===== config.mk =====
export PLATFORM = sky130hd
export DESIGN_NAME = sopc_nios_processor_oci_dct_packer_flat
export DESIGN_NICKNAME = d
export VERILOG_FILES = /design/src/rtl/sopc_nios_processor_oci_dct_packer_pkg.sv /design/src/rtl/sopc_nios_processor_oci_dct_packer_if.sv /design/src/rtl/sopc_nios_processor_oci_dct_packer.sv /design/src/flat_wrapper.sv
export SDC_FILE = /design/constraint.sdc
export NUM_CORES = 1
export LEC_CHECK = 0
export ABC_AREA = 1
export BUFFER_PORTS_ARGS = -buffer_cell sky130_fd_sc_hd__buf_2
export CORE_MARGIN = 4
export CORE_UTILIZATION = 50
export DETAILED_ROUTE_END_ITERATION = 7
export PLACE_DENSITY = 0.76
export SETUP_SLACK_MARGIN = 0.2
export SLEW_MARGIN = 5
export SYNTH_ARGS = -nofsm -noshare
export SYNTH_HDL_FRONTEND = slang
export SYNTH_SLANG_ARGS = --single-unit

===== constraint.sdc =====
create_clock -name clk -period 1.95 [get_ports clk]
set_input_delay 0.195 -clock clk [delete_from_list [all_inputs] [get_ports clk]]
set_output_delay 0.195 -clock clk [all_outputs]
set_load 0.01 [all_outputs]

===== src/rtl/sopc_nios_processor_oci_dct_packer_pkg.sv =====
`default_nettype none
// ============================================================================
// Module   : sopc_nios_processor_oci_dct_packer_pkg
// Purpose  : Shared widths, slot count and state encoding for the trace
//            item packer.
// Contents : DCT_ITEM_W, DCT_SLOTS, DCT_BUF_W, DCT_CNT_W, state_t
// Revision : 1.0 - initial release
// ============================================================================
package sopc_nios_processor_oci_dct_packer_pkg;

  localparam int DCT_ITEM_W = 2;
  localparam int DCT_SLOTS  = 15;
  localparam int DCT_BUF_W  = 30;
  localparam int DCT_CNT_W  = 4;

  // Accumulator occupancy at which a buffer is complete.
  localparam logic [DCT_CNT_W-1:0] CNT_FULL = DCT_CNT_W'(DCT_SLOTS);

  typedef enum logic [1:0] {
    ST_RUN   = 2'd0,
    ST_FLUSH = 2'd1,
    ST_DRAIN = 2'd2,
    ST_ENDED = 2'd3
  } state_t;

endpackage : sopc_nios_processor_oci_dct_packer_pkg
`default_nettype wire


===== src/rtl/sopc_nios_processor_oci_dct_packer_if.sv =====
`default_nettype none
// ============================================================================
// Module   : sopc_nios_processor_oci_dct_packer_if
// Purpose  : Groups the item input stream and the packed-buffer output
//            stream of the packer.
// Modports : master - environment side (offers items, consumes buffers)
//            slave  - packer side
// Revision : 1.0 - initial release
// ============================================================================
interface sopc_nios_processor_oci_dct_packer_if;
  import sopc_nios_processor_oci_dct_packer_pkg::*;

  logic                  in_valid;
  logic [DCT_ITEM_W-1:0] in_data;
  logic                  in_ready;
  logic                  dct_valid;
  logic                  dct_ready;
  logic [DCT_BUF_W-1:0]  dct_buffer;
  logic [DCT_CNT_W-1:0]  dct_count;

  modport master (
    output in_valid, in_data, dct_ready,
    input  in_ready, dct_valid, dct_buffer, dct_count
  );

  modport slave (
    input  in_valid, in_data, dct_ready,
    output in_ready, dct_valid, dct_buffer, dct_count
  );

endinterface : sopc_nios_processor_oci_dct_packer_if
`default_nettype wire


===== src/rtl/sopc_nios_processor_oci_dct_packer.sv =====
`default_nettype none
// ============================================================================
// Module   : sopc_nios_processor_oci_dct_packer
// Purpose  : Packs 2-bit trace items LSB-first into a 15-slot accumulator,
//            hands full (or, at end of capture, partial) buffers to a single
//            output register, and sequences the end-of-capture flush.
// Ports    : clk            - clock, rising edge
//            reset_n        - asynchronous active-low reset
//            bus            - item stream in / buffer stream out (slave)
//            flush          - single-cycle end-of-capture request
//            test_ending    - final buffer issued, awaiting consumption
//            test_has_ended - capture complete, sticky until reset
// Revision : 1.0 - initial release
// ============================================================================
module sopc_nios_processor_oci_dct_packer
  import sopc_nios_processor_oci_dct_packer_pkg::*;
(
  input  logic                                 clk,
  input  logic                                 reset_n,
  sopc_nios_processor_oci_dct_packer_if.slave  bus,
  input  logic                                 flush,
  output logic                                 test_ending,
  output logic                                 test_has_ended
);

  state_t                 state;
  state_t                 state_next;

  logic [DCT_BUF_W-1:0]   acc;
  logic [DCT_CNT_W-1:0]   acc_cnt;
  logic                   out_valid;
  logic [DCT_BUF_W-1:0]   out_buf;
  logic [DCT_CNT_W-1:0]   out_cnt;

  logic                   slot_free;
  logic                   handshake;
  logic                   in_ready_c;
  logic                   load_full;
  logic                   load_part;
  logic                   load;
  logic                   accept;
  logic                   ending_c;
  logic                   ended_c;
  logic [4:0]             slot_lsb;

  // The output register can take a new buffer when it is empty or is being
  // consumed on this very cycle, which permits back-to-back moves.
  assign handshake = out_valid && bus.dct_ready;
  assign slot_free = !out_valid || bus.dct_ready;

  always_ff @(posedge clk or negedge reset_n) begin
    if (!reset_n) begin
      state <= ST_RUN;
    end else begin
      state <= state_next;
    end
  end

  always_comb begin
    state_next = state;
    in_ready_c = 1'b0;
    load_full  = 1'b0;
    load_part  = 1'b0;
    ending_c   = 1'b0;
    ended_c    = 1'b0;
    case (state)
      ST_RUN: begin
        // A full accumulator blocks input for the cycle it waits to move.
        in_ready_c = (acc_cnt != CNT_FULL);
        load_full  = (acc_cnt == CNT_FULL) && slot_free;
        if (flush) begin
          state_next = ST_FLUSH;
        end
      end
      ST_FLUSH: begin
        if (slot_free) begin
          // An empty accumulator is never issued as a buffer.
          load_part  = (acc_cnt != '0);
          state_next = ST_DRAIN;
        end
      end
      ST_DRAIN: begin
        ending_c = 1'b1;
        if (slot_free) begin
          state_next = ST_ENDED;
        end
      end
      ST_ENDED: begin
        ended_c = 1'b1;
      end
      default: begin
        state_next = ST_RUN;
      end
    endcase
  end

  assign load     = load_full || load_part;
  assign accept   = bus.in_valid && in_ready_c;
  assign slot_lsb = {acc_cnt, 1'b0};

  // Loads and accepts never coincide: in_ready is low whenever a load can
  // fire (full accumulator in RUN, or any cycle outside RUN).
  always_ff @(posedge clk or negedge reset_n) begin
    if (!reset_n) begin
      acc       <= '0;
      acc_cnt   <= '0;
      out_valid <= 1'b0;
      out_buf   <= '0;
      out_cnt   <= '0;
    end else begin
      if (load) begin
        out_buf   <= acc;
        out_cnt   <= acc_cnt;
        out_valid <= 1'b1;
        acc       <= '0;
        acc_cnt   <= '0;
      end else begin
        if (handshake) begin
          out_valid <= 1'b0;
        end
        if (accept) begin
          acc[slot_lsb +: DCT_ITEM_W] <= bus.in_data;
          acc_cnt                     <= acc_cnt + 4'd1;
        end
      end
    end
  end

  assign bus.in_ready    = in_ready_c;
  assign bus.dct_valid   = out_valid;
  assign bus.dct_buffer  = out_buf;
  assign bus.dct_count   = out_cnt;
  assign test_ending     = ending_c;
  assign test_has_ended  = ended_c;

endmodule : sopc_nios_processor_oci_dct_packer
`default_nettype wire


===== src/flat_wrapper.sv =====
// flat-port wrapper written by rule: the top's interface ports become plain ports
module sopc_nios_processor_oci_dct_packer_flat import sopc_nios_processor_oci_dct_packer_pkg::*;
  (clk, reset_n, flush, test_ending, test_has_ended, bus_in_valid, bus_in_data, bus_dct_ready, bus_in_ready, bus_dct_valid, bus_dct_buffer, bus_dct_count);
  sopc_nios_processor_oci_dct_packer_if bus_i ();
  input  logic clk;
  input  logic reset_n;
  input  logic flush;
  output logic test_ending;
  output logic test_has_ended;
  input wire logic [$bits(bus_i.in_valid)-1:0] bus_in_valid;
  input wire logic [$bits(bus_i.in_data)-1:0] bus_in_data;
  input wire logic [$bits(bus_i.dct_ready)-1:0] bus_dct_ready;
  output wire logic [$bits(bus_i.in_ready)-1:0] bus_in_ready;
  output wire logic [$bits(bus_i.dct_valid)-1:0] bus_dct_valid;
  output wire logic [$bits(bus_i.dct_buffer)-1:0] bus_dct_buffer;
  output wire logic [$bits(bus_i.dct_count)-1:0] bus_dct_count;
  assign bus_i.in_valid = bus_in_valid;
  assign bus_i.in_data = bus_in_data;
  assign bus_i.dct_ready = bus_dct_ready;
  assign bus_in_ready = bus_i.in_ready;
  assign bus_dct_valid = bus_i.dct_valid;
  assign bus_dct_buffer = bus_i.dct_buffer;
  assign bus_dct_count = bus_i.dct_count;
  sopc_nios_processor_oci_dct_packer u_core (.clk(clk), .reset_n(reset_n), .bus(bus_i), .flush(flush), .test_ending(test_ending), .test_has_ended(test_has_ended));
endmodule

======== Yosys cells after proc, flatten, opt, wreduce, memory -nomap -nowiden ========
Cells that the tools add are included.
word-level totals
  bits of input ports ..................... 7
  logic and storage cells ................. 47
  flip-flop bits (word level) ............. 71
cells by class
  muxes and demuxes ....................... 17
  reductions and logical operators ........ 12
  shifts and indexed selects .............. 2
  add/sub/neg operators ................... 2
  equality and inequality tests ........... 8
operators by type and width
  cell                                                   number
  two-way mux 30 bit                                     2
  bitwise mux 30 bit                                     1
  variable shift 2 x 7 -> 30 bit, first input constant   1
  variable part select 2 x 7 -> 30 bit                   1
  two-way mux 1 bit                                      8
  two-way mux 4 bit                                      2
  negation 5 -> 7 bit                                    1
  two-way mux 2 bit                                      3
  one-hot mux 2 bit (3 select lines)                     1
  adder 4 x 1 -> 4 bit, second input constant            1
  equality test 2 bit, second input constant             2
  equality test 4 bit, second input constant             1
  inequality test 2 x 1 -> 1 bit, second input constant  2
  inequality test 4 bit, second input constant           1
  AND reduction 4 bit                                    1
  nonzero test 2 bit                                     2
  nonzero test 4 bit                                     1
  logical AND 1 bit                                      3
  nonzero test 3 bit                                     1
  equality test 2 x 1 -> 1 bit, second input constant    1
  zero test 2 bit                                        1
  logical OR 1 bit                                       2
  inequality test 2 bit, second input constant           1
  zero test 1 bit                                        1

======== Depth between registers and ports, before layout ========
  depth after elaboration ................. 6
  mapped depth ............................ 11

======== Worst setup path before layout ========
Ideal clock, no wire load.
  path kind ............................... reg-to-reg
  from .................................... register u_core.acc_cnt[0]
  to ...................................... register u_core.acc[14]
  setup slack ............................. 0.302 ns
  data required time ...................... 1.833 ns
  stages on the path, launching flop included .. 12
  buffers on the path ..................... 1
  arrival ................................. 1.530 ns
  path through ............................ dfrtp_1 inv_2 ha_1 inv_1 nand2_1 nand2_1 buf_4 nand2_1 nor2_1 nand2_1 nand3_1 nand2_1
between the ends
  longest elaborated chain between the ends .. 5
  elaborated cells between the ends (all ways) .. 17
  classes of those cells .................. add/sub: 1; eq/ne: 2; shift: 2; mux: 7; reduce/logical: 5
ends and longest elaborated chain
  item                                                                line                                                                                 text
  start, declared                                                     sopc_nios_processor_oci_dct_packer.sv:30                                             logic [DCT_CNT_W-1:0] acc_cnt;
  start signal, assigned                                              sopc_nios_processor_oci_dct_packer.sv:123                                            acc_cnt <= acc_cnt + 4'd1;
  negation 5 -> 7 bit, or another cell as far along                   sopc_nios_processor_oci_dct_packer.sv:122                                            acc[slot_lsb +: DCT_ITEM_W] <= bus.in_data;
  variable part select 2 x 7 -> 30 bit, or another cell as far along  sopc_nios_processor_oci_dct_packer.sv:122
  bitwise mux 30 bit or two-way mux 1 bit (tied branches)             sopc_nios_processor_oci_dct_packer.sv:122, sopc_nios_processor_oci_dct_packer.sv:66
  two-way mux 30 bit or logical OR 1 bit (tied branches)              sopc_nios_processor_oci_dct_packer.sv:121, sopc_nios_processor_oci_dct_packer.sv:97
  two-way mux 30 bit or nonzero test 2 bit (tied branches)            n/a
  end signal, assigned by index                                       sopc_nios_processor_oci_dct_packer.sv:122
  end, declared                                                       sopc_nios_processor_oci_dct_packer.sv:29                                             logic [DCT_BUF_W-1:0] acc;
Several ways; a longest one is shown, not always the timed one. The select of a mux whose other input is x is not followed.
A chain may end at the register's enable or synchronous reset.

======== Worst setup path in the final report ========
  from .................................... register u_core.acc_cnt[0]
  to ...................................... register u_core.acc[2]
The elaborated chain is that of the path after synthesis.

==> impl_metrics.env <==
export IMPL_synth_fa_ha_area_share_pct=3.35
export IMPL_worst_endpoint_required_ns=2.18
export IMPL_cellLeakagePower_nw=2.25
export IMPL_biggest_area_consumer_among_synthesized_cells="dfrtp_1"
export IMPL_tightestPinTransition_ns=0.441
export IMPL_grt_start_max_net_pins=72
export IMPL_grt_pass1_wl_um=12400
export IMPL_placementRows=29
export IMPL_routed_via_count=2843
export IMPL_design_die_area_um2=8090
export IMPL_synth_ff_latch_count=71
export IMPL_rsz0062_at_grt="no"
export IMPL_layoutNonFillerInstCount=544
export IMPL_period_needed_ns=1.63
export IMPL_netlist_top_cells_area="dfrtp_1 (53%), nand2_1 (17%), nand3_1 (8.8%)"
export IMPL_synth_xor_area_share_pct=0.261
export IMPL_die_height_um=89.9
export IMPL_clock_tree_htree_level_count=3
export IMPL_count_of_input_and_output_buffers=44
export IMPL_number_of_drc_markers_after_the_initial_detailed_route_iteration=156
export IMPL_ant_nets=0
export IMPL_timing_hold_worst_class="input pin to flip-flop"
export IMPL_cts_root_buf="clkbuf_8"
export IMPL_clkSlewWorstSetupHoldPaths_ns=0.07
export IMPL_power_density_cell_area_nw_per_um2=1210
export IMPL_clkLatencyLatePin_ns=0.35
export IMPL_worst_clock_skew_ns=0.00974
export IMPL_num_antenna_cells=0
export IMPL_worst_setup_path_type="flip-flop to flip-flop"
export IMPL_yosysSeqAreaShare_pct=52.9
export IMPL_critPathSlowestCell="dfrtp_1"
export IMPL_cts_inserted_buffers=9
export IMPL_synthesis_instances=407
export IMPL_critical_path_cell_chain="ha_2, inv_1, nor2_1, nand3_2, nand2_8, inv_4, buf_12, nand3_1, o21ai_0"
export IMPL_synth_ff_type="dfrtp_1"
export IMPL_max_transition_viols_final=0
export IMPL_detail_route_vias_per_cell=5.23
export IMPL_crit_path_end_kind="flip-flop"
export IMPL_final_nets=478
export IMPL_period_share_pct=83.3
export IMPL_run_status="completed"
export IMPL_max_freq_mhz=615
export IMPL_routability_congestion=0.899
export IMPL_dp_hpwl_um=5120
export IMPL_top_level_i_o_count=45
export IMPL_cp_start_kind="flip-flop"
export IMPL_worst_path_maximum_fanout=32
export IMPL_layout_area_overhead_vs_synth_pct=18.9
export IMPL_max_cap_violations=0
export IMPL_synth_edff_count=0
export IMPL_wl_um=7280
export IMPL_critical_path_max_stage_delay_ns=0.39
export IMPL_fp_coreArea_um2=6420
export IMPL_ys_async_sr_fraction_pct=100
export IMPL_worst_ir_drop_vdd_mv=0.789
export IMPL_numClockSinks=71
export IMPL_die_x_um=89.9
export IMPL_clockBufferDepth=2
export IMPL_share_of_post_route_cells_with_drive_strength_above_1_pct=22.7
export IMPL_syn_nets=423
export IMPL_detail_route_first_pass_iterations=4
export IMPL_gr_usage_all_layers_pct=18.8
export IMPL_route_detailed_drc=0
export IMPL_antenna_found_initial=0
export IMPL_synth_compound_area_share_pct=3.43
export IMPL_yosys_mux_area_fraction_pct=0
export IMPL_synth_cell_area_um2=3360
export IMPL_routed_wire_length_per_instance_um=13.4
export IMPL_final_setup_viol_count=0
export IMPL_synth_avg_cell_area_um2=8.25
export IMPL_grt_overflow_total=0
export IMPL_relSlewSlack_pct=70.4
export IMPL_main_combinational_cell_family_by_area_after_synthesis="simple AND/OR/NAND/NOR gates"
export IMPL_synth_top_area_share_pct=52.9
export IMPL_simple_gate_share_of_the_synthesized_area_pct=33.3
export IMPL_yosys_warnings=0
export IMPL_total_placed_cells_including_tap_cells=525
export IMPL_timing_critical_path_arrival_ns=1.86
export IMPL_vias_in_the_first_global_route=2707
export IMPL_synthDistinctLibCells=21
export IMPL_start_util_pct=52.3
export IMPL_timing_setup_tns_ns=0
export IMPL_cts_tree="yes"
export IMPL_timing_final_hold_violations=0
## cell families (layout without fill, tap and decap cells)
family / after synthesis / in the layout
simple gates: 255 / 255
xor+xnor: 1 / 1
fa+ha+maj: 9 / 9
buf+inv: 48 / 108
flops: 71 / 71
compound gates: 23 / 23
## Yosys cell counts (6+ instances only)
cell type / n
nor2_1: 25
buf_2: 10
nand3_1: 59
o21ai_0: 14
inv_1: 26
ha_1: 9
nand4_1: 6
nand2_1: 149
dfrtp_1: 71
inv_2: 6
## area by class of cell
cell class,instances,area [µm²]
Clock buffer,10,138
Clock inverter,6,36.3
Fill cell,558,2430
Inverter,32,125
Multi-Input combinational cell,288,1440
Sequential cell,71,1780
Tap cell,77,96.3
Timing Repair Buffer,60,380
## repair_timing
item,in CTS,in global routing
hold buffers,1,0
setup endpoints to repair,27,45
setup buffers,0,2
resized for setup,8,14
pin swaps,0,1
endpoints found under the hold margin,71,0
## power breakdown
group | internal, mW | total, mW | leakage (nW) | switching (mW)
Sequential | 1.65 | 1.77 | 0.978 | 0.119
Combinational | 0.699 | 2.04 | 1.18 | 1.34
Clock | 0.488 | 1.03 | 0.0918 | 0.540
## flip-flops by register name, summed over array words and instances, names as in the netlist
| register | cells |
|---|---|
| u_core.state | 2 |
| u_core.bus.dct_buffer | 30 |
| u_core.bus.dct_valid | 1 |
| u_core.acc_cnt | 4 |
| u_core.bus.dct_count | 4 |
| u_core.acc | 30 |
## worst max-delay path, delay by kind of cell (launching register included)
family / cells / cell delay (ns)
buffers and inverters: 3 / 0.28
AOI/OAI and AO/OA: 1 / 0.09
DFF: 1 / 0.39
adders and majority gates: 1 / 0.23
and+or+nand+nor: 4 / 0.51
## stage by stage
step	power (mW)	setup slack (ns)	hold slack, ns	utilization [%]	cell area, µm²
finish	4.84	0.325	0.241	62.1	3990
global route	5.18	0.171	0.261	62.1	3990
CTS	4.72	0.199	0.231	60.9	3910
detailed placement	3.62	0.140	0.246	57.6	3700
global placement	3.58	0.230	0.243	57.6	3700
floorplan	3.09	0.302	-0.101	-	3360
## cells in the final DEF, fill, tap and decap left out
cell / netlist / final
nor3_1: 2 / 2
nor2_1: 25 / 23
nor2_2: 5 / 4
nor2_4: 2 / 5
o21ai_1: 5 / 5
nand2_4: 1 / 2
buf_12: 0 / 3
dfrtp_2: 0 / 1
nand4_1: 6 / 6
clkinvlp_4: 0 / 1
ha_2: 0 / 2
nand3_1: 59 / 58
clkinv_4: 0 / 1
a21oi_1: 4 / 4
inv_1: 26 / 24
ha_4: 0 / 2
buf_4: 3 / 12
dlygate4sd3_1: 0 / 1
nand3_2: 5 / 5
buf_2: 10 / 44
o21ai_0: 14 / 14
dfrtp_1: 71 / 70
clkbuf_8: 0 / 10
nand2_8: 0 / 1
nand3_4: 0 / 1
nand2_1: 149 / 148
clkinv_2: 0 / 4
inv_2: 6 / 6
xnor2_1: 1 / 1
ha_1: 9 / 5
inv_4: 0 / 2
## final timing paths
kind | startpoint | endpoint | slack (ns) | cells past startpoint
worst max-delay path | u_core.acc_cnt[0] | u_core.acc[2] | 0.32 | 9
worst min-delay path | bus_dct_ready | u_core.bus.dct_valid | 0.24 | 4
worst max register to register | u_core.acc_cnt[0] | u_core.acc[2] | 0.32 | 9
worst min register to register | u_core.bus.dct_buffer[9] | u_core.bus.dct_buffer[9] | 0.47 | 2
max in group asynchronous | reset_n | u_core.acc_cnt[2] | 1.25 | 3
min in group asynchronous | reset_n | u_core.bus.dct_buffer[28] | 0.39 | 3
## layer usage
layer | share of wire [%] | wire length [µm] | vias up | GRT usage, %
met1 | 43 | 3160 | 1355 | 22.8
met4 | 2.5 | 182 | 0 | 10.3
li1 | - | - | 1409 | -
met2 | 49 | 3580 | 63 | 31.8
met5 | 0 | 0 | - | 0
met3 | 5.0 | 361 | 16 | 3.17
Note: power is estimated with default switching activity, not from simulation.
